## config.mk

```make
export PLATFORM = sky130hd
export DESIGN_NAME = fractal_axis_out
export DESIGN_NICKNAME = d
export VERILOG_FILES = /design/src/rtl/fractal_axis_out.sv
export SDC_FILE = /design/constraint.sdc
export NUM_CORES = 1
export LEC_CHECK = 0
export ABC_AREA = 1
export ABC_CLOCK_PERIOD_IN_PS = 4000
export CAP_MARGIN = 20
export CORE_ASPECT_RATIO = 1.4
export CORE_MARGIN = 2
export CORE_UTILIZATION = 45
export DETAILED_ROUTE_END_ITERATION = 8
export PLACE_DENSITY = 0.61
export SYNTH_ARGS = -nofsm -noshare
export SYNTH_HDL_FRONTEND = slang
export SYNTH_SLANG_ARGS = --single-unit
export TNS_END_PERCENT = 100
```

## constraint.sdc

```tcl
create_clock -name clk -period 4 [get_ports clk]
set_clock_uncertainty 0.1 [all_clocks]
set_input_delay 0.4 -clock clk [delete_from_list [all_inputs] [get_ports clk]]
set_output_delay 0.4 -clock clk [all_outputs]
set_load 0.005 [all_outputs]
```

## src/rtl/fractal_axis_out.sv

```systemverilog
// AXI4-Stream output stage for the fractal colorizer: FIFO with output register,
// almost-full throttle to the upstream pipeline and frame-level overflow recovery.
module fractal_axis_out #(
    parameter int DEPTH     = 16,
    parameter int AF_MARGIN = 4
) (
    input  logic        clk,
    input  logic        resetn,
    input  logic [23:0] data_in,
    input  logic        frame_start_in,
    input  logic        line_end_in,
    input  logic        data_enable_in,
    output logic        ready_out,
    output logic [23:0] m_axis_tdata,
    output logic        m_axis_tvalid,
    input  logic        m_axis_tready,
    output logic        m_axis_tuser,
    output logic        m_axis_tlast,
    output logic        overflow,
    input  logic        clear_overflow,
    output logic [15:0] frame_count
);

    localparam int AW = $clog2(DEPTH);
    localparam int CW = AW + 1;
    localparam logic [CW-1:0] DEPTH_C  = CW'(DEPTH);
    localparam logic [CW-1:0] AF_LEVEL = CW'(DEPTH - AF_MARGIN);

    typedef enum logic [1:0] {WAIT_SOF, PASS, DROP} state_t;

    state_t          state, state_next;
    logic [25:0]     mem [DEPTH];
    logic [AW-1:0]   wr_ptr, rd_ptr;
    logic [CW-1:0]   mem_count, mem_count_next, occ, occ_next;
    logic            rd, space, wr_en, drop_full;
    logic            load_out, mem_empty, mem_pop, mem_push, direct, vld_next;
    logic [25:0]     beat_p0;

    assign beat_p0 = {line_end_in, frame_start_in, data_in};

    // Storage holds at most DEPTH-1 entries; the output register is the last slot.
    always_comb begin
        rd         = m_axis_tvalid && m_axis_tready;
        occ        = mem_count + CW'(m_axis_tvalid);
        space      = (occ != DEPTH_C) || rd;
        wr_en      = 1'b0;
        drop_full  = 1'b0;
        state_next = state;
        if (data_enable_in) begin
            case (state)
                PASS: begin
                    if (space) begin
                        wr_en = 1'b1;
                    end else begin
                        drop_full  = 1'b1;
                        state_next = DROP;
                    end
                end
                WAIT_SOF, DROP: begin
                    if (frame_start_in) begin
                        if (space) begin
                            wr_en      = 1'b1;
                            state_next = PASS;
                        end else begin
                            drop_full  = 1'b1;
                            state_next = DROP;
                        end
                    end
                end
                default: state_next = WAIT_SOF;
            endcase
        end
        load_out       = !m_axis_tvalid || m_axis_tready;
        mem_empty      = (mem_count == '0);
        mem_pop        = load_out && !mem_empty;
        direct         = wr_en && load_out && mem_empty;
        mem_push       = wr_en && !direct;
        vld_next       = load_out ? (!mem_empty || wr_en) : 1'b1;
        mem_count_next = mem_count + CW'(mem_push) - CW'(mem_pop);
        occ_next       = mem_count_next + CW'(vld_next);
    end

    always_ff @(posedge clk) begin
        if (mem_push) begin
            mem[wr_ptr] <= beat_p0;
        end
    end

    // Output register stage: loads only when empty or handshaking, so AXI data stays stable.
    always_ff @(posedge clk or negedge resetn) begin
        if (!resetn) begin
            state         <= WAIT_SOF;
            wr_ptr        <= '0;
            rd_ptr        <= '0;
            mem_count     <= '0;
            m_axis_tvalid <= 1'b0;
            m_axis_tdata  <= '0;
            m_axis_tuser  <= 1'b0;
            m_axis_tlast  <= 1'b0;
            ready_out     <= 1'b1;
            overflow      <= 1'b0;
            frame_count   <= '0;
        end else begin
            state     <= state_next;
            mem_count <= mem_count_next;
            ready_out <= (occ_next <= AF_LEVEL);
            if (mem_push) begin
                wr_ptr <= wr_ptr + 1'b1;
            end
            if (mem_pop) begin
                rd_ptr <= rd_ptr + 1'b1;
            end
            if (load_out) begin
                m_axis_tvalid <= vld_next;
                if (!mem_empty) begin
                    {m_axis_tlast, m_axis_tuser, m_axis_tdata} <= mem[rd_ptr];
                end else if (wr_en) begin
                    {m_axis_tlast, m_axis_tuser, m_axis_tdata} <= beat_p0;
                end
            end
            if (drop_full) begin
                overflow <= 1'b1;
            end else if (clear_overflow) begin
                overflow <= 1'b0;
            end
            if (rd && m_axis_tuser) begin
                frame_count <= frame_count + 16'd1;
            end
        end
    end

endmodule

```

-- After elaboration in Yosys (flattened, before gate mapping)
Memory sizes are Yosys's and may differ from the RTL's.
Index checks and enable logic that the tools add are counted.
Widths: inputs -> output; s select.
- add/subtract/negate cells: 7
- order comparisons: 1
- equal/unequal tests: 6
- multiplexer cells: 23
- reduce and logical (&&, ||, !) cells: 18
- operator list (operator ; number):
    $mux 24 ; 2
    $add 16x1->16 const B ; 1
    $add 5x1->5 ; 3
    $mux 1 ; 15
    $add 4x1->4 const B ; 2
    $logic_and 1x1->1 ; 6
    $mux 2 ; 3
    $ne 2x2->1 const B ; 3
    $le 5x4->1 const B ; 1
    $logic_not 5->1 ; 1
    $ne 5x5->1 const B ; 1
    $sub 5x1->5 ; 1
    $pmux 1 s2 ; 2
    $pmux 2 s2 ; 1
    $logic_not 1->1 ; 3
    $logic_or 1x1->1 ; 3
    $reduce_and 3->1 ; 1
    $eq 2x1->1 const B ; 1
    $eq 2x2->1 const B ; 1
    $logic_not 2->1 ; 1
    $reduce_and 2->1 ; 1
    $reduce_bool 2->1 ; 1
    $reduce_or 2->1 ; 1
- register bits after elaboration: 60
- memory bits (writable): 416
- input port bits: 31
- output and inout bits: 45
- word-level logic and storage cells: 67
- memories: 1
- memory list (name ; depth ; width ; rd ports ; clocked after memory_dff ; wr ports ; RTL line ; text):
    mem ; 16 ; 26 ; 1 ; 0 ; 1 ; 32 ; logic [25:0] mem [DEPTH];

-- Longest topological paths before layout
Gate-level depths: netlist of the first run.
- word-level depth: 15
- mapped depth: 21

-- Worst setup path before layout of the first run
Ideal clock, no wire load.
- path type: register -> register
- start: reg m_axis_tvalid
- end: mem mem[11][0], enable pin
- setup time: 0.409 ns
- arrival time: 2.689 ns
- required time: 3.491 ns
- path slack: 0.802 ns
- cell stages (with the launch flop): 12
- buffers on the path: 0
- clock period less this slack: 3.198 ns
- cell sequence: dfrtp_1 > ha_1 > ha_1 > inv_1 > nand2_1 > nand2_1 > nor2_2 > nand3_1 > nand3_1 > inv_2 > nand2_1 > nor2_1
- cells in the longest elaborated chain, start to end: 13
- ends and longest elaborated chain (element ; RTL line ; text):
    start: declaration ; 15 ; output logic m_axis_tvalid,
    start signal: assignment ; 114 ; m_axis_tvalid <= vld_next;
    $add 5x1->5 ; 44 ; occ = mem_count + CW'(m_axis_tvalid);
    $ne 5x5->1 ; 45 ; space = (occ != DEPTH_C) || rd;
    $logic_or 1x1->1 ; 45 ;
    $mux 1 ; 52, 61 ;
    $mux 1 ; 60 ; if (frame_start_in) begin
    $pmux 1 s2 ; 50 ; case (state)
    $mux 1 ; 49 ; if (data_enable_in) begin
    $logic_and 1x1->1 (2 in series) ; 76 ; direct = wr_en && load_out && mem_empty;
    $logic_not 1->1 ; 77 ; mem_push = wr_en && !direct;
    $logic_and 1x1->1 (*) ; 77 ;
    $mux 1 (*) ; 84 ; if (mem_push) begin
    $mux 1 (implied by the code) (*) ; 85 ; mem[wr_ptr] <= beat_p0;
    end: declaration ; 32 ;
Every way passes the cells marked *; elsewhere a longest branch is shown, timed or not.

-- Worst setup path after layout of the first run
- start: reg m_axis_tvalid
- end: reg ready_out
- cells in the longest elaborated chain, start to end: 15
- ends and longest elaborated chain (element ; RTL line ; text):
    $add 5x1->5 ; 44 ;
    $ne 5x5->1 ; 45 ;
    $logic_or 1x1->1 ; 45 ;
    $mux 1 ; 52, 61 ;
    $mux 1 ; 60 ;
    $pmux 1 s2 ; 50 ;
    $mux 1 ; 49 ;
    $logic_and 1x1->1 (2 in series) ; 76 ;
    $logic_not 1->1 ; 77 ;
    $logic_and 1x1->1 ; 77 ;
    $add 5x1->5 ; 79 ; mem_count_next = mem_count + CW'(mem_push) - CW'(mem_pop);
    $sub 5x1->5 (*) ; 79 ;
    net mem_count_next[1] ; 34 ; logic [CW-1:0] mem_count, mem_count_next, occ, occ_next;
    $add 5x1->5 (*) ; 80 ; occ_next = mem_count_next + CW'(vld_next);
    $le 5x4->1 (*) ; 106 ; ready_out <= (occ_next <= AF_LEVEL);
    end signal: assignment ; 106 ;
    end: declaration ; 13 ; output logic ready_out,
Mark *: on every way through the listed nets, which the timed path passes. The rest lies on a longest branch.
A chain may end at the register's enable or synchronous reset.

==> metrics.md, run 1 <==
| Metric | Value |
|---|---|
| Mapped cell area | 20100 um2 |
| Top cell type's share of synthesized area | 0.621 |
| First-pass GRT wire length | 74800 um |
| Setup CP Type | flop to flop |
| Number of max-cap violations | 0 |
| Clk slew on worst S/H paths | about 60 ps |
| RSZ-0062 raised after global routing | no |
| Yosys warns | 0 |
| Leading cell types by count after synthesis | nand2_1, edfxtp_1, nand3_1 |
| P&R area growth vs syn | 15.3% |
| Total wire length | 48100 um |
| I/O Pins | 76 |
| DR WL met3 | 2250 um |
| Final min period | 3390 ps |
| DR WL/cell | 19.3 um |
| Maximum vdd drop | 0.000419 V |
| Async set or reset register ratio after synthesis | 0.126 |
| Worst min-delay path class | input port to flop |
| Multi-input logic area | 5300 um2 |
| Leakage power | 0.00901 uW |
| Final period util | 0.848 |
| Max Clk Rate | 0.295 GHz |
| Layout Utilization | 0.526 |
| Most common cell in the netlist | nand2_1 |
| P per Cell Area | between 700 and 800 nW/um2 |
| Startpoint types | flop |
| Routed vias/inst | around 5.3 |
| Die area | 46400 um2 |
| CP max FO | 5 |
| Initial DRC Count | 1043 |
| Setup Fix Bufs, Post-CTS | 0 |
| DRT Pass-1 Iters | 6 |
| Final Hold Fails | 0 |
| Filler cells | 3758 |
| Die Wd | 183 um |
| Non-filler cells, final | around 2500 |
| Skew-Pair Late Insertion Delay | 550 ps |
| Starting Density | 0.456 |
| Sequential cell area | 14000 um2 |
| DRC viols | 0 |
| Crit. End Element | flop |
| Clk sinks | 476 |
| CTS Buffer Depth | 3 |
| Synth Area per Inst | between 10 and 15 um2 |
| NumNets Final | 1951 |
| Worst-Margin Slew | 1080 ps |
| Clk root buf | clkbuf_16 |
| EDFF count, synth | 416 |
| WP data required | 4380 ps |
| Tot Pwr | 16500 uW |
| Row count | 91 |
| Cells after synthesis | 1837 |
| Post-route setup slack | between 600 and 700 ps |
| Sequential area share after synthesis | 0.696 |
| Seq cells post-synth | 476 |
| Post-DP HPWL | 27700 um |
| Endpoints failing setup | 0 |
| Cell taking the most area after synthesis | edfxtp_1 |
| Main synth FF type | edfxtp_1 |
| Metal-1 WL | a little over 20000 um |
| H-tree depth | 2 |
| Reg-to-reg slack, setup | 610 ps |
| CTS buffer count | 45 |
| Total grt overflow | 0 |
| Pre-CTS setup slack | 575 ps |
| Status | finished clean |
| Fin. max-slew vios | 0 |
| Met2 WL | between 20000 and 25000 um |
| Placed Cells | 2411 |
| Initial antenna violation count | 0 |
| Total GRT Usage | 0.211 |
| Netlist cell types | 31 |
| CTS tree | done |
| Vias in the first global route | around 13000 |
| Inserted Diodes | 0 |
| Layout cells sized above 1 | 0.0743 |
| IO Port Bufs | 75 |
| Core area | about 44000 um2 |
| Setup TNS | 0 ps |
| Routability cong. | 0.812 |
| Die Y | 254 um |
| Vias after detailed routing | 13100 |
| WP data arrival | approximately 3800 ps |
| Post-route ant nets | 0 |
| Synth top area cells | edfxtp_1, nand2_1, dfrtp_1, nand3_1, nor2_1 |
| Max-slew headroom | 0.276 |
| Max layer used | met4 |
| Largest net degree at the start of global routing | 156 |
| Syn Nets | ~1900 |
==> worst paths after layout <==
check / start / endpoint / cells past startpoint
setup / recovery: m_axis_tvalid / ready_out / 20
hold reg to reg: m_axis_tdata[7] / m_axis_tdata[7] / 2
hold / removal: clear_overflow / overflow / 2
setup reg to reg: m_axis_tvalid / ready_out / 20
max in group asynchronous: resetn / ready_out / 3
min in group asynchronous: resetn / rd_ptr[0] / 2
==> layout make-up <==
type / instances / area share
inverter: 118 / 0.0193
multi-input combinational: 1147 / 0.229
clock buffer: 57 / 0.0541
timing repair buffer: 113 / 0.0494
sequential: 476 / 0.604
clock inverter: 27 / 0.0145
tap: 558 / 0.0301
==> per-stage QoR <==
| step | instance area [um2] | hold slack [ps] |
|---|---|---|
| floorplan | 20100 | 4.41 |
| detailed placement | 21600 | 364 |
| CTS | 23200 | 306 |
| global placement | 21600 | 361 |
| finish | 23200 | 331 |
| global route | 23200 | 337 |
==> cell families after synthesis <==
group                    synth area share
flip-flops                          0.696
AND/OR/NAND/NOR                     0.195
AO/OA/AOI/OAI                      0.0403
adder cells (fa/ha/maj)            0.0122
XOR/XNOR                           0.0100
buffers and inverters              0.0462
multiplexers                     0.000560
==> registers in the layout, indices dropped and copies added (netlist names) <==
register,count
mem,416
overflow,1
m_axis_tlast,1
wr_ptr,4
state,2
m_axis_tdata,24
m_axis_tvalid,1
mem_count,5
ready_out,1
frame_count,16
m_axis_tuser,1
rd_ptr,4
==> critical path, stage by stage (launching register included) <==
cell      delay, ps
dfrtp_1         440
ha_1            260
ha_1            280
nor2_1          100
nand2_1          70
nor2_2          110
nand3_1         130
nand3_1         130
ha_1            230
inv_1            50
ha_1            150
inv_1            50
fa_1            430
inv_1           110
ha_1            150
inv_1            50
nor2_1          140
inv_1            60
o211ai_1         90
nor2_1           70
nor2_1          110
==> placed cells by master, fill, tap and decap left out, types with 6 or more instances in the layout <==
cell type        Yosys  routed
nor2_1             202     186
clkinv_2             0      10
o21ai_0             66      66
clkinv_1             1       7
inv_1              113     113
edfxtp_1           416     416
ha_1                18      18
buf_4                3      28
xor2_1              15      15
clkdlybuf4s50_1      0      74
a21oi_1             39      39
nand3_1            224     224
o211ai_1            22      22
nand2_1            512     512
xnor2_1              8       8
buf_12               0       9
nor2_4               0      16
dfrtp_1             59      56
clkbuf_16            0      47
o21ai_1             22      22
bufinv_16            0       8
clkbuf_1            22       6
==> per-layer routing <==
metal	track usage	vias to the layer above
li1	-	6334
met1	0.278	6360
met2	0.370	354
met3	0.0238	77
met4	0.0608	0
met5	0	-
==> power breakdown <==
| part | total [uW] | internal [uW] | switching [uW] | leakage (uW) |
|---|---|---|---|---|
| clock | 4560 | 2740 | 1820 | 0.000781 |
| sequential | 6260 | 6010 | 256 | 0.00448 |
| combinational | 5680 | 1890 | 3800 | 0.00375 |
| total | 16500 | 10600 | 5870 | 0.00901 |
==> what timing repair did <==
action / 4_1_cts / 5_1_grt
hold buffers: 1 / 0
endpoints found under the hold margin: 32 / 0
gates resized for setup: 0 / 0
Power figures use the tool's default switching activity.
==> run 2: changes to the inputs <==
--- a/config.mk
+++ b/config.mk
@@ -6,7 +6,7 @@
 export NUM_CORES = 1
 export LEC_CHECK = 0
 export ABC_AREA = 1
-export ABC_CLOCK_PERIOD_IN_PS = 4000
+export ABC_CLOCK_PERIOD_IN_PS = 3400
 export CAP_MARGIN = 20
 export CORE_ASPECT_RATIO = 1.4
 export CORE_MARGIN = 2
==> constraint.sdc (replaced) <==
create_clock -name clk -period 3.4 [get_ports clk]
set_clock_uncertainty 0.1 [all_clocks]
set_input_delay 0.34 -clock clk [delete_from_list [all_inputs] [get_ports clk]]
set_output_delay 0.34 -clock clk [all_outputs]
set_load 0.005 [all_outputs]
==> metrics.md, run 2 (synthesis results as in run 1) <==
| Metric | Value |
|---|---|
| Layout Utilization | 0.528 (was 0.526) |
| Routability cong. | 0.784 (was 0.812) |
| Fin area | 23300 um2 (was 23200 um2) |
| Critical Path Most Common Cell | ha_1 |
| NumNets Final | 1963 (was 1951) |
| Total grt overflow | 0 (unchanged) |
| Setup CP Type | flop to flop (unchanged) |
| DR WL/cell | 19.8 um (was 19.3 um) |
| Crit. End Element | flop (unchanged) |
| Final period util | 0.926 (was 0.848) |
| First-pass GRT wire length | 76100 um (was 74800 um) |
| Worst-Margin Slew | 898 ps (was 1080 ps) |
| Total wire length | 49600 um (was 48100 um) |
| Core area | 44100 um2 (unchanged) |
| Clk slew on worst S/H paths | 60 ps (about the same) |
| Status | finished clean (unchanged) |
| Post-DP Area | 21800 um2 (was 21600 um2) |
| Setup TNS | 0 ps (unchanged) |
| Clk sinks | 476 (unchanged) |
| Starting Density | 0.456 (unchanged) |
| DRT Pass-1 Iters | 5 (was 6) |
| Most frequent cells in the layout | nand2_1, edfxtp_1, nand3_1 (unchanged) |
| Initial DRC Count | 1238 (was 1043) |
| Die area | 46400 um2 (unchanged) |
| Worst min-delay path class | input port to flop (unchanged) |
| Initial antenna violation count | 0 (unchanged) |
| Reg2Reg Depth | 17 (was 20) |
| Largest net degree at the start of global routing | 109 (was 156) |
| I/O Pins | 76 (unchanged) |
| CTS Buffer Depth | 3 (unchanged) |
| Largest Register | mem (unchanged) |
| P per Cell Area | 829 nW/um2 (was 712 nW/um2) |
| Total GRT Usage | 0.216 (was 0.211) |
| CTS tree | done (unchanged) |
| Max-slew headroom | 0.401 (was 0.276) |
| Post-DP HPWL | 27600 um (was 27700 um) |
| DRC viols | 0 (unchanged) |
| Die Y | 254 um (unchanged) |
| P&R area growth vs syn | 15.8% (was 15.3%) |
| Layout cells sized above 1 | 0.0780 (was 0.0743) |
| Endpoints failing setup | 0 (unchanged) |
| WP data required | 3790 ps (was 4380 ps) |
| Fin. max-slew vios | 0 (unchanged) |
| Inserted Diodes | 0 (unchanged) |
| Max reg flops | 416 (unchanged) |
| Number of max-cap violations | 0 (unchanged) |
| Maximum vdd drop | 0.000547 V (was 0.000419 V) |
| Max Clk Rate | 0.318 GHz (was 0.295 GHz) |
| Hold Slack | 247 ps (was 331 ps) |
| IO Port Bufs | 75 (unchanged) |
| H-tree depth | 2 (unchanged) |
| Reg-to-reg slack, setup | 250 ps (was 610 ps) |
| WP buf/inv | 3 (was 5) |
| Row count | 91 (unchanged) |
| Critical Path Stages | 17 (was 20) |
| Vias in the first global route | 13200 (was 12900) |
| WP data arrival | 3540 ps (was 3780 ps) |
| Skew-Pair Late Insertion Delay | 570 ps (was 550 ps) |
| Final Hold Fails | 0 (unchanged) |
| WHS Path Cells | 2 (unchanged) |
| Die Wd | 183 um (unchanged) |
| Vias after detailed routing | 13500 (was 13100) |
| Clk root buf | clkbuf_16 (unchanged) |
| Final min period | 3150 ps (was 3390 ps) |
| Most common cell after layout, fill and taps aside | nand2_1 (unchanged) |
| Worst-path cell chain | ha_2 -> ha_1 -> nor2_1 -> nand2_1 -> nor2_2 -> nand3_2 -> nand3_2 -> ha_1 -> inv_1 -> ha_1 -> inv_1 -> fa_1 -> inv_2 -> ha_1 -> o211ai_1 -> nor2_1 -> nor2_1 (was ha_1 -> ha_1 -> nor2_1 -> nand2_1 -> nor2_2 -> nand3_1 -> nand3_1 -> ha_1 -> inv_1 -> ha_1 -> inv_1 -> fa_1 -> inv_1 -> ha_1 -> inv_1 -> nor2_1 -> inv_1 -> o211ai_1 -> nor2_1 -> nor2_1) |
| CTS buffer count | 46 (was 45) |
| Crit-path leading delay family | adder cells (unchanged) |
| Routed vias/inst | 5.38 (was 5.26) |
| Post-route ant nets | 0 (unchanged) |
| Worst path slowest cell | fa_1 (was dfrtp_1) |
| Startpoint types | flop (unchanged) |
| Leading registers by flop count | mem x416, m_axis_tdata x24, frame_count x16 (unchanged) |
| Largest stage delay, worst path | 500 ps (was 440 ps) |
| RSZ-0062 raised after global routing | no (unchanged) |
| Leakage power | 0.00904 uW (was 0.00901 uW) |
| CP max FO | 3 (was 5) |
-- run 2: changes by cell type in the layout (fill, tap and decap cells not counted), sizes merged --
cell / delta
buf: +11
bufinv: -4
inv: +1
clkbuf: +3
-- run 2: cell type report --
type	count	area (um2)
clock inverter	24	233
tap	558	698
clock buffer	60	1220
fill	3796	20800
sequential	476	14000
inverter	118	448
multi-input combinational	1147	5320
timing repair buffer	124	1350
-- run 2: routing by layer --
metal | vias to the layer above | GRT usage | share of wire
li1 | 6362 | - | -
met1 | 6640 | 0.276 | 0.41
met2 | 405 | 0.387 | 0.51
met3 | 82 | 0.0265 | 0.058
met4 | 0 | 0.0604 | 0.022
met5 | - | 0 | 0
-- run 2: final timing paths --
check	startpoint	to
worst max-delay path	m_axis_tvalid	ready_out
worst min-delay path	clear_overflow	overflow
worst max register to register	m_axis_tvalid	ready_out
worst min register to register	m_axis_tdata[21]	m_axis_tdata[21]
max in group asynchronous	resetn	ready_out
min in group asynchronous	resetn	m_axis_tdata[2]
-- run 2: power breakdown --
group / switching, uW / internal, uW / total (uW)
logic: 4510 / 2350 / 6860
registers: 354 / 7060 / 7420
clock network: 2160 / 2850 / 5010
total: 7030 / 12300 / 19300
-- run 2: what timing repair did --
item | in CTS | in global routing
buffers inserted | 0 | 4
hold buffers | 1 | 0
gates resized for setup | 0 | 6
hold endpoints to repair | 25 | 0
endpoints found under the setup margin | 0 | 1
-- run 2: per-stage QoR --
step | std cells | setup slack [ps] | power, uW
6_report | 2507 | 252 | 19300
5_1_grt | 2507 | 12.2 | 20500
4_1_cts | 2503 | 29.1 | 19400
3_5_place_dp | 2418 | 59.6 | 14300
3_3_place_gp | 2418 | 161 | 14200
2_1_floorplan | 1837 | 202 | 11900
==> run 3: changes to the inputs <==
--- a/config.mk
+++ b/config.mk
@@ -6,7 +6,7 @@
 export NUM_CORES = 1
 export LEC_CHECK = 0
 export ABC_AREA = 1
-export ABC_CLOCK_PERIOD_IN_PS = 3400
+export ABC_CLOCK_PERIOD_IN_PS = 3800
 export CAP_MARGIN = 20
 export CORE_ASPECT_RATIO = 1.4
 export CORE_MARGIN = 2
==> constraint.sdc (replaced) <==
create_clock -name clk -period 3.8 [get_ports clk]
set_clock_uncertainty 0.1 [all_clocks]
set_input_delay 0.38 -clock clk [delete_from_list [all_inputs] [get_ports clk]]
set_output_delay 0.38 -clock clk [all_outputs]
set_load 0.005 [all_outputs]
==> metrics.md, run 3 (synthesis results as in run 1) <==
| Metric | Value |
|---|---|
| Max reg flops | 416 (unchanged) |
| Largest Register | mem (unchanged) |
| Leading registers by flop count | mem x416, m_axis_tdata x24, frame_count x16 (unchanged) |
| Largest net degree at the start of global routing | 242 (was 109) |
| CTS Buffer Depth | 3 (unchanged) |
| Die area | 46400 um2 (unchanged) |
| Post_cts resized | 0 (unchanged) |
| Core area | 44100 um2 (unchanged) |
| WP buf/inv | 5 (was 3) |
| Part of the power in the clock network | 0.260 (about the same) |
| Total wire length | 49000 um (was 49600 um) |
| P per Cell Area | 734 nW/um2 (was 829 nW/um2) |
| Tot Pwr | 17000 uW (was 19300 uW) |
| Leakage power | 0.00899 uW (was 0.00904 uW) |
| Hold Slack | 300 ps (was 247 ps) |
| Setup TNS | 0 ps (unchanged) |
| WP data required | 4190 ps (was 3790 ps) |
| Die Y | 254 um (unchanged) |
| First-pass GRT wire length | 75400 um (was 76100 um) |
| CTS buffer count | 45 (was 46) |
| Reg power frac | 0.389 (was 0.384) |
| Combinational Power Share | 0.352 (was 0.356) |
| R2R Path Start | m_axis_tvalid (unchanged) |
| Most common cell after layout, fill and taps aside | nand2_1 (unchanged) |
| Max Clk Rate | 0.289 GHz (was 0.318 GHz) |
| Vias in the first global route | 13200 (about the same) |
| Crit. End Element | flop (unchanged) |
| Status | finished clean (unchanged) |
| Setup CP Type | flop to flop (unchanged) |
| Largest stage delay, worst path | 440 ps (was 500 ps) |
| NumNets Final | 1962 (was 1963) |
| Row count | 91 (unchanged) |
| CP endpoint | ready_out (unchanged) |
| Final Hold Fails | 0 (unchanged) |
| Filler cells | 3766 (was 3796) |
| Routed vias/inst | 5.30 (was 5.38) |
| H-tree depth | 2 (unchanged) |
| P&R area growth vs syn | 15.0% (was 15.8%) |
| Clk slew on worst S/H paths | 60 ps (about the same) |
| Final min period | 3460 ps (was 3150 ps) |
| Post-route ant nets | 0 (unchanged) |
| I/O Pins | 76 (unchanged) |
| Clk root buf | clkbuf_16 (unchanged) |
| DRT Pass-1 Iters | 7 (was 5) |
| RSZ-0062 raised after global routing | no (unchanged) |
| Maximum vdd drop | 0.000751 V (was 0.000547 V) |
| Critical Path Stages | 20 (was 17) |
| R2r endpoint | ready_out (unchanged) |
| Worst-path cell chain | ha_1 -> ha_1 -> nor2_1 -> nand2_1 -> nor2_2 -> nand3_1 -> nand3_1 -> ha_1 -> inv_1 -> ha_1 -> inv_1 -> fa_1 -> inv_1 -> ha_1 -> inv_1 -> nor2_1 -> inv_1 -> o211ai_1 -> nor2_1 -> nor2_1 (was ha_2 -> ha_1 -> nor2_1 -> nand2_1 -> nor2_2 -> nand3_2 -> nand3_2 -> ha_1 -> inv_1 -> ha_1 -> inv_1 -> fa_1 -> inv_2 -> ha_1 -> o211ai_1 -> nor2_1 -> nor2_1) |
| Initial antenna violation count | 1 (was 0) |
| Layout Utilization | 0.525 (was 0.528) |
| Worst path slowest cell | dfrtp_1 (was fa_1) |
| Initial DRC Count | 953 (was 1238) |
| Max-slew headroom | 0.0227 (was 0.401) |
| Crit-path leading delay family | adder cells (unchanged) |
| DR WL/cell | 19.5 um (was 19.8 um) |
| Int Pwr | 10900 uW (was 12300 uW) |
| Number of max-cap violations | 0 (unchanged) |
| Fin area | 23100 um2 (was 23300 um2) |
| Most frequent cells in the layout | nand2_1, edfxtp_1, nand3_1 (unchanged) |
| CP max FO | 5 (was 3) |
| Skew-Pair Late Insertion Delay | 570 ps (about the same) |
| Clk sinks | 476 (unchanged) |
| Fin. max-slew vios | 0 (unchanged) |
| Worst Setup SP | m_axis_tvalid (unchanged) |
| Post-DP HPWL | 28400 um (was 27600 um) |
| Routability cong. | 0.786 (was 0.784) |
| Final period util | 0.911 (was 0.926) |
| Inserted Diodes | 0 (unchanged) |
| Post-DP Area | 21700 um2 (was 21800 um2) |
| Worst-Margin Slew | 1470 ps (was 898 ps) |
| Startpoint types | flop (unchanged) |
| Layout cells sized above 1 | 0.0734 (was 0.0780) |
| Total grt overflow | 0 (unchanged) |
| Total GRT Usage | 0.213 (was 0.216) |
| Vias after detailed routing | 13300 (was 13500) |
| IO Port Bufs | 75 (unchanged) |
| Endpoints failing setup | 0 (unchanged) |
| Reg2Reg Depth | 20 (was 17) |
| DRC viols | 0 (unchanged) |
| Reg-to-reg slack, setup | 340 ps (was 250 ps) |
| WP data arrival | 3850 ps (was 3540 ps) |
| CTS tree | done (unchanged) |
| Sw Share | 0.360 (was 0.365) |
| Worst min-delay path class | input port to async pin (was input port to flop) |
| Net Sw Power | 6120 uW (was 7030 uW) |
| Starting Density | 0.456 (unchanged) |
| Die Wd | 183 um (unchanged) |
==> run 3: changes by cell type in the layout (fill, tap and decap cells not counted), moves of 2 or more <==
cell / before / now
nand3_1: 222 / 224
nand3_2: 6 / 4
buf_4: 29 / 38
clkbuf_1: 12 / 14
buf_12: 19 / 10
==> run 3: how the worst min path moves through the flow <==
stage	to	slack (ps)	from
floorplan	frame_count[0]	-20	resetn
global placement	m_axis_tdata[3]	360	m_axis_tdata[3]
detailed placement	m_axis_tdata[17]	370	m_axis_tdata[17]
CTS	overflow	290	clear_overflow
global route	m_axis_tdata[5]	300	resetn
finish	m_axis_tdata[6]	300	resetn
==> run 3: final cells by class <==
class | instances | area [um2] | share of cell area
Sequential cell | 476 | 14000 | 0.605
Multi-Input combinational cell | 1147 | 5300 | 0.229
Clock buffer | 64 | 1270 | 0.0549
Timing Repair Buffer | 124 | 1240 | 0.0537
Tap cell | 558 | 698 | 0.0302
Inverter | 118 | 448 | 0.0194
Clock inverter | 19 | 165 | 0.00714
==> run 3: power by group through the flow <==
stage	combinational (uW)	clock (uW)	sequential (uW)
floorplan	4000	0	6660
global placement	5920	0	6690
detailed placement	5980	0	6710
CTS	6010	4490	6600
global route	6660	4670	6660
finish	5980	4410	6600
==> run 3: timing repair <==
item / 4_1_cts / 5_1_grt
buffers inserted: 0 / 0
endpoints found under the hold margin: 35 / 0
hold buffers: 1 / 0
endpoints found under the setup margin: 0 / 0
==> run 3: stage by stage <==
stage / setup WS [ps] / cells
final: 338 / 2506
after global routing: 87.1 / 2506
after CTS: 325 / 2505
after detailed placement: 350 / 2421
after global placement: 443 / 2421
after floorplan: 602 / 1837
==> run 3: per-layer routing <==
layer / vias up / GRT usage / share of wire
li1: 6363 / - / -
met5: - / 0 / 0.00027
met1: 6449 / 0.267 / 0.41
met3: 92 / 0.0297 / 0.054
met4: 2 / 0.0763 / 0.032
met2: 384 / 0.379 / 0.51
==> run 3: tightest hold or removal path, delay by kind of cell <==
family | cells | cell delay [ps]
buffers and inverters | 3 | 930
